### src/rtl/ddr_sched_pkg.sv
// Shared state encoding and default tuning for the DDR request-port burst scheduler.
// Pure declarations: no logic, no latency.
package ddr_sched_pkg;

  typedef enum logic [1:0] {
    RST       = 2'd0,
    WAIT_INIT = 2'd1,
    RD        = 2'd2,
    WR        = 2'd3
  } sched_state_t;

  localparam int RD_BURST_DEF     = 16;
  localparam int WR_BURST_DEF     = 16;
  localparam int IDLE_SWITCH_DEF  = 4;
  localparam int STARVE_LIMIT_DEF = 64;
  localparam int CW_DEF           = 16;

endpackage

### src/rtl/ddr_burst_scheduler_sat_counter.sv
// Saturating up-counter with synchronous clear; clear has priority over increment.
// One-cycle update latency; holds its value when neither clr nor inc is asserted.
module sat_counter #(
  parameter int CW  = 16,
  parameter int MAX = 64
) (
  input  logic          clk,
  input  logic          rst,
  input  logic          clr,
  input  logic          inc,
  output logic [CW-1:0] cnt
);

  localparam logic [CW-1:0] MAX_C = CW'(MAX);

  always_ff @(posedge clk) begin
    if (rst || clr) begin
      cnt <= '0;
    end else if (inc && (cnt != MAX_C)) begin
      cnt <= cnt + CW'(1);
    end
  end

endmodule

### src/rtl/ddr_burst_scheduler.sv
// Burst arbiter deciding whether the read or the write stream owns the DDR request port.
// Grants follow the state register, so a switch decided this cycle takes effect next cycle.
module ddr_burst_scheduler
  import ddr_sched_pkg::*;
#(
  parameter int RD_BURST     = RD_BURST_DEF,
  parameter int WR_BURST     = WR_BURST_DEF,
  parameter int IDLE_SWITCH  = IDLE_SWITCH_DEF,
  parameter int STARVE_LIMIT = STARVE_LIMIT_DEF,
  parameter int CW           = CW_DEF
) (
  input  logic       clk,
  input  logic       rst,
  input  logic       init_done,
  input  logic       rd_pending,
  input  logic       wr_pending,
  input  logic       rd_issue,
  input  logic       wr_issue,
  output logic       grant_rd,
  output logic       grant_wr,
  output logic [1:0] sched_state,
  output logic       forced_switch
);

  if (RD_BURST < 1 || WR_BURST < 1 || IDLE_SWITCH < 1 ||
      STARVE_LIMIT <= RD_BURST || STARVE_LIMIT <= WR_BURST ||
      RD_BURST >= (2**CW) || WR_BURST >= (2**CW) ||
      IDLE_SWITCH >= (2**CW) || STARVE_LIMIT >= (2**CW)) begin : g_bad_params
    $error("ddr_burst_scheduler: parameters out of range for CW-bit counters");
  end

  localparam logic [CW-1:0] RD_LAST     = CW'(RD_BURST - 1);
  localparam logic [CW-1:0] WR_LAST     = CW'(WR_BURST - 1);
  localparam logic [CW-1:0] IDLE_LAST   = CW'(IDLE_SWITCH - 1);
  localparam logic [CW-1:0] STARVE_LAST = CW'(STARVE_LIMIT - 1);

  sched_state_t  state;
  logic [CW-1:0] burst_cnt;
  logic [CW-1:0] idle_cnt;
  logic [CW-1:0] starve_cnt;

  logic          in_rd;
  logic          active;
  logic          own_pend;
  logic          oth_pend;
  logic          own_issue;
  logic [CW-1:0] burst_max;
  logic          burst_last;
  logic          idle_cond;
  logic          idle_hit;
  logic          starve_hit;
  logic          sw;
  logic          hold;
  logic          cnt_clr;
  logic          starve_clr;

  // Owner/other views let RD and WR share one set of switch rules.
  always_comb begin
    in_rd      = (state == RD);
    active     = (state == RD) || (state == WR);
    own_pend   = in_rd ? rd_pending : wr_pending;
    oth_pend   = in_rd ? wr_pending : rd_pending;
    own_issue  = in_rd ? rd_issue   : wr_issue;
    burst_max  = in_rd ? RD_LAST    : WR_LAST;
    burst_last = own_issue && (burst_cnt == burst_max);
    idle_cond  = !own_pend && oth_pend;
    idle_hit   = idle_cond && (idle_cnt == IDLE_LAST);
    starve_hit = oth_pend && (starve_cnt == STARVE_LAST);
    sw         = active && init_done && ((burst_last && oth_pend) || idle_hit || starve_hit);
    hold       = !own_pend && !oth_pend;
    cnt_clr    = !active || !init_done || sw;
    starve_clr = cnt_clr || (own_pend && !oth_pend);
  end

  always_ff @(posedge clk) begin
    if (rst) begin
      state         <= RST;
      forced_switch <= 1'b0;
    end else begin
      forced_switch <= 1'b0;
      case (state)
        RST:       state <= WAIT_INIT;
        WAIT_INIT: if (init_done) state <= RD;
        RD, WR: begin
          if (!init_done) begin
            state <= WAIT_INIT;
          end else if (sw) begin
            if (in_rd) state <= WR;
            else       state <= RD;
            forced_switch <= starve_hit;
          end
        end
        default:   state <= RST;
      endcase
    end
  end

  // A burst that completes with nobody waiting simply starts a new tenure.
  always_ff @(posedge clk) begin
    if (rst || cnt_clr) begin
      burst_cnt <= '0;
      idle_cnt  <= '0;
    end else if (!hold) begin
      if (own_issue) begin
        burst_cnt <= burst_last ? '0 : burst_cnt + CW'(1);
      end
      idle_cnt <= idle_cond ? idle_cnt + CW'(1) : '0;
    end
  end

  sat_counter #(
    .CW  (CW),
    .MAX (STARVE_LIMIT)
  ) u_starve (
    .clk (clk),
    .rst (rst),
    .clr (starve_clr),
    .inc (oth_pend),
    .cnt (starve_cnt)
  );

  assign grant_rd    = (state == RD);
  assign grant_wr    = (state == WR);
  assign sched_state = state;

endmodule
### config.mk
export PLATFORM = sky130hd
export DESIGN_NAME = ddr_burst_scheduler
export DESIGN_NICKNAME = d
export VERILOG_FILES = /design/src/rtl/ddr_sched_pkg.sv /design/src/rtl/ddr_burst_scheduler_sat_counter.sv /design/src/rtl/ddr_burst_scheduler.sv
export SDC_FILE = /design/constraint.sdc
export NUM_CORES = 1
export LEC_CHECK = 0
export ABC_CLOCK_PERIOD_IN_PS = 3600
export BUFFER_PORTS_ARGS = -buffer_cell sky130_fd_sc_hd__buf_2
export CORE_ASPECT_RATIO = 0.8
export CORE_MARGIN = 1.5
export CORE_UTILIZATION = 65
export DETAILED_ROUTE_END_ITERATION = 10
export PLACE_DENSITY = 0.86
export SETUP_SLACK_MARGIN = 0.3
export SYNTH_ARGS = -nofsm -noshare
export SYNTH_HDL_FRONTEND = slang
export SYNTH_SLANG_ARGS = --single-unit
### constraint.sdc
create_clock -name clk -period 3.6 [get_ports clk]
set_input_delay 0.72 -clock clk [delete_from_list [all_inputs] [get_ports clk]]
set_output_delay 0.72 -clock clk [all_outputs]
set_load 0.02 [all_outputs]
# Word-level counts from Yosys, hierarchy flattened

Cells that the tools add are included.
W data, S select, Z words.

Muxes and demuxes: 10
Reductions and logical operators: 27
Bitwise logic cells: 4
Add/sub/neg operators: 3
Eq/ne operators: 9

Operators with widths:

| kind                    | count |
|---|---|
| $add A16 B1 Y16 const B | 3 |
| $mux W16                | 2 |
| $eq A16 B2 Y1 const B   | 1 |
| $eq A16 B4 Y1 const B   | 1 |
| $eq A16 B6 Y1 const B   | 1 |
| $ne A16 B7 Y1 const B   | 1 |
| $logic_and A1 B1 Y1     | 10 |
| $logic_or A1 B1 Y1      | 8 |
| $mux W2                 | 3 |
| $pmux W2 S3             | 1 |
| $eq A2 B2 Y1 const B    | 2 |
| $logic_not A1 Y1        | 4 |
| $mux W1                 | 4 |
| $not A1 Y1              | 4 |
| $reduce_and A2 Y1       | 2 |
| $reduce_or A4 Y1        | 1 |
| $ne A3 B3 Y1 const B    | 1 |
| $eq A2 B1 Y1 const B    | 1 |
| $logic_not A2 Y1        | 1 |
| $ne A2 B2 Y1 const B    | 1 |
| $reduce_or A2 Y1        | 1 |

Input port bits: 7
Word-level logic and storage cells: 58
Flip-flop bits (word level): 51
Output and inout port bits: 5

# Longest topological paths before layout

Depth after elaboration: 11
Depth in mapped cells: 8
Depth with buffers taken out: 7

# By module

Synthesis repeated with hierarchy kept, for this count alone.

Cells, all modules: 306
Area, all modules: 2866.5 um^2

By module, submodules not included:

| module              | sequential area each (um^2) | times used | area an instance (um^2) | cells each |
|---|---|---|---|---|
| ddr_burst_scheduler | 700.7                       | 1          | 2028.2                  | 211 |
| sat_counter         | 320.3                       | 1          | 838.3                   | 95 |

# Worst setup path after synthesis

OpenSTA, ideal clock, no wires.

Path kind: flip-flop to flip-flop
Start point: register state[1] (netlist: sched_state[1])
End point: register u_starve.cnt[10]
Slack: 1.618 ns
Arrival time: 1.918 ns
Period minus slack after synthesis: 1.982 ns
Stages on the path, launching flop included: 9
Library setup time: 0.064 ns
Path buffers: 2
Data required time: 3.536 ns
Cells stage by stage: dfxtp_1 > nor2b_2 > buf_6 > mux2i_2 > nor3_1 > nor3_4 > nand2_1 > buf_2 > nor2_1

Word-level cells in the longest chain between the ends: 11
Elaborated cells between the ends (all ways): 24
Those cells by class: eq/ne (2); mux (3); reduce/logical (19)

RTL lines:

| item                             | line                                  | RTL |
|---|---|---|
| from (decl)                      | ddr_burst_scheduler.sv:37             | `sched_state_t state;` |
| from (signal assigned)           | ddr_burst_scheduler.sv:77             | `state <= RST;` |
| from (signal assigned)           | ddr_burst_scheduler.sv:82             | `RST: state <= WAIT_INIT;` |
| from (signal assigned)           | ddr_burst_scheduler.sv:83             | `WAIT_INIT: if (init_done) state <= RD;` |
| $eq A2 B2 Y1 (*)                 | --                                    |  |
| named net grant_rd               | ddr_burst_scheduler.sv:19             | `output logic grant_rd,` |
| $mux W1                          | ddr_burst_scheduler.sv:61             | `own_pend = in_rd ? rd_pending : wr_pending;` |
| $logic_not A1 Y1                 | ddr_burst_scheduler.sv:66             | `idle_cond = !own_pend && oth_pend;` |
| $logic_and A1 B1 Y1              | ddr_burst_scheduler.sv:66             |  |
| $logic_and A1 B1 Y1              | ddr_burst_scheduler.sv:67             | `idle_hit = idle_cond && (idle_cnt == IDLE_LAST);` |
| $logic_or A1 B1 Y1 (2 in series) | ddr_burst_scheduler.sv:69             | `sw = active && init_done && ((burst_last && oth_pend) \|\| idle_hit \|\| starve_hit);` |
| $logic_and A1 B1 Y1              | ddr_burst_scheduler.sv:69             |  |
| $logic_or A1 B1 Y1               | ddr_burst_scheduler.sv:71             | `cnt_clr = !active \|\| !init_done \|\| sw;` |
| $logic_or A1 B1 Y1               | ddr_burst_scheduler.sv:72             | `starve_clr = cnt_clr \|\| (own_pend && !oth_pend);` |
| $logic_or A1 B1 Y1               | ddr_burst_scheduler_sat_counter.sv:17 | `if (rst \|\| clr) begin` |
| to (signal assigned)             | ddr_burst_scheduler_sat_counter.sv:20 | `cnt <= cnt + CW'(1);` |
| to (decl)                        | ddr_burst_scheduler_sat_counter.sv:11 | `output logic [CW-1:0] cnt` |

The timed path passes the listed nets; every way through them passes the cells marked *.
A chain may end at the register's enable or synchronous reset.

# Worst setup path in the final report

Start point: register state[1] (netlist: sched_state[1])
End point: register u_starve.cnt[3]

Word-level cells in the longest chain between the ends: 11
Elaborated cells between the ends (all ways): 24
Those cells by class: eq/ne (2); mux (3); reduce/logical (19)

RTL lines:

| item                             | line |
|---|---|
| $eq A2 B2 Y1                     | ddr_burst_scheduler.sv:59, ddr_burst_scheduler.sv:60 |
| $mux W1                          | ddr_burst_scheduler.sv:61 |
| $logic_not A1 Y1                 | ddr_burst_scheduler.sv:66 |
| $logic_and A1 B1 Y1              | ddr_burst_scheduler.sv:66 |
| $logic_and A1 B1 Y1              | ddr_burst_scheduler.sv:67 |
| $logic_or A1 B1 Y1 (2 in series) | ddr_burst_scheduler.sv:69 |
| $logic_and A1 B1 Y1              | ddr_burst_scheduler.sv:69 |
| $logic_or A1 B1 Y1               | ddr_burst_scheduler.sv:71 |
| $logic_or A1 B1 Y1               | ddr_burst_scheduler.sv:72 |
| $logic_or A1 B1 Y1               | ddr_burst_scheduler_sat_counter.sv:17 |

Parallel ways exist; a longest one is shown, timed or not.

==> flow_summary.yaml <==
floorplanning:
  die_h_um: 58.1
  die_area_mm2: 0.00418
  std_cell_rows: 19
  fp.dieW_um: 71.9
  start_util_pct: 69.7
  pin_count: 12
  coreArea_mm2: 0.00354
detailed_routing:
  drt_wl_total_um: 4390
  viasPerCell: 5.62
  wl_per_cell_um: 12.9
  drt_pre_antenna_iters: 4
  drc_errors: 0
  drtIter0Drc: 125
  vias: 1912
  ant_nets: 0
worst_setup_path:
  r2r_cells: 6
  worstSetupStartpointType: "flop"
  crit_path_cell_trace: "nor2b_2 -> mux2i_2 -> nor3_1 -> nor3_4 -> nand2_1 -> nor2_1"
  crit_arrival_ns: 2.55
  critPathMaxStageDelay_ns: 0.41
  crit_buf_inv: 0
  crit_cells: 6
  required_ns: 3.83
  critical_path_peak_fanout: 16
  path_class: "flop to flop"
  critical_path.slowest_cell: "dfxtp_1"
  cp_top_family: "simple AND/OR/NAND/NOR gates"
  end_kind: "flop"
sta:
  finalMaxSlewViolations: 0
  hold-worst-slack_ns: 0.522
  skew_ns: 0.00758
  fin_crit_sh_pct: 64.3
  fin_ws_ns: 1.28
  finalHoldViolations: 0
  max_freq_mhz: 432
  relSlewSlack_pct: 54.8
  rsz0062_at_grt: "no"
  tightest_slew_ns: 0.672
  setup_viol: 0
  period_needed_ns: 2.32
  finalSetupTns_ns: 0
power_and_ir_drop:
  switching_share_pct: 19.5
  p_comb_share_pct: 3.7
  pwr-share-clk_pct: 43.1
  p_int_mw: 0.858
  leakage_nw: 0.896
  max-vdd-ir-drop_uv: 364
  p_switching_mw: 0.208
  p_seq_share_pct: 53.3
  power_mw: 1.07
  power_density_mw_per_mm2: 400
yosys:
  syn-num-nets: 297
  syn-cell-area_mm2: 0.00247
  synth-edff-count: 0
  yosysWarnings: 0
  avgSynthCellArea_um2: 8.63
  synthCells: 286
  ys_ff_latch: 51
  async_reset_ff_share_pct: 0
  yosysSeqAreaShare_pct: 41.4
  ys_types: 38
  synth_ff_type: "dfxtp_1"
placement:
  dp_hpwl_um: 3090
  io_buffers: 11
  dp_slack_ns: 1.25
  place_area_mm2: 0.00253
  gp_congestion: 0.801
  dp_cells: 332
global_routing:
  grt_max_degree: 17
  grt_pass1_wl_um: 7710
  grt.busiest_layer: "met1"
  antenna_found_initial: 0
  grt_overflow: 0
  grt_util_met1_pct: 35.7
  grtUsageMet3_pct: 5.22
  grt_use_total_pct: 23.4
  grt_pass1_vias: 1702
  use_met2_pct: 32.8
clock_network:
  post_cts_buffers: 0
  cts_resized: 0
  htreeDepth: 2
  cts_buffer_depth: 2
  clk_latency_ns: 0.30
  cts_tree: "built"
  cts_hold_buf: 0
  cts_made_buffers: 5
  clkSinkCount: 51
  cts_root_buf: "clkbuf_8"
  clk_pin_slew_ns: 0.08
finish:
  area_delta_synth_final_pct: 7.91
  final_cell_mix: "nor2_1 (63), dfxtp_1 (51), xor2_1 (25)"
  fin_util_pct: 75.2
  final_nets: 308
  final_cells: 340
  drive_above_1_share_pct: 10.7
  final_common_cell: "nor2_1"
  antenna_cells: 0
  final_area_mm2: 0.00266
hold_path:
  hold_depth: 2
  hold_path.class: "flop to flop"
flow_run:
  max_cap_violations: 0
status:
  status: "finished, final reports clean"
[synth_stat cells, types with 4 or more instances]
cell type / number / area [um2]
nor2b_1: 6 / 37.5
and3_1: 8 / 50.1
nor3_1: 9 / 45.0
xnor2_1: 19 / 166
nand3_1: 15 / 75.1
a21oi_1: 4 / 20.0
dfxtp_1: 51 / 1020
ha_1: 4 / 50.1
xor2_1: 25 / 219
nand4_1: 11 / 68.8
nor2_1: 63 / 236
inv_1: 4 / 15.0
nand2_1: 23 / 86.3
nor4_1: 7 / 43.8
[worst min-delay path, delay by kind of cell (launching register included)]
kind | cells | cell delay [ns]
DFF | 1 | 0.35
and+or+nand+nor | 1 | 0.07
xor gates and xnor gates | 1 | 0.07
[metal layers]
layer | part of all wire, % | vias up
met3 | 5.5 | 11
met1 | 53 | 857
met5 | 0 | -
li1 | - | 986
met2 | 40 | 58
met4 | 1.6 | 0
[power by group through the flow]
| stage | Clock [mW] | Sequential [mW] | Combinational, mW |
|---|---|---|---|
| final | 0.459 | 0.568 | 0.0391 |
| after detailed placement | 0 | 0.581 | 0.0388 |
| after global placement | 0 | 0.581 | 0.0382 |
| after CTS | 0.469 | 0.568 | 0.0389 |
| after global routing | 0.494 | 0.569 | 0.0427 |
| after floorplan | 0 | 0.583 | 0.0263 |
[flip-flops by register name (all words and copies together), names as in the netlist]
register	flops
u_starve.cnt	16
forced_switch	1
burst_cnt	16
idle_cnt	16
sched_state	2
[kinds of logic after synthesis]
group	count (synthesis)	synth area share, %
fa+ha+maj	4	2.03
flops	51	41.4
xor+xnor	44	15.6
mux	6	2.79
simple gates	161	33.3
buf+inv	11	2.43
compound gates	9	2.48
[final cells by class]
class / count / area (um2)
fill: 239 / 878
multi-input combinational: 224 / 1390
timing repair buffer: 11 / 55.1
tap: 42 / 52.6
sequential: 51 / 1020
clock buffer: 6 / 72.6
inverter: 4 / 15.0
clock inverter: 2 / 60.1
[path summary, 6_finish.rpt]
path	start	to	slack [ns]
hold / removal	burst_cnt[15]	burst_cnt[15]	0.52
hold reg to reg	burst_cnt[15]	burst_cnt[15]	0.52
setup reg to reg	sched_state[1]	u_starve.cnt[3]	1.28
setup / recovery	sched_state[1]	u_starve.cnt[3]	1.28
Power figures use the tool's default switching activity.
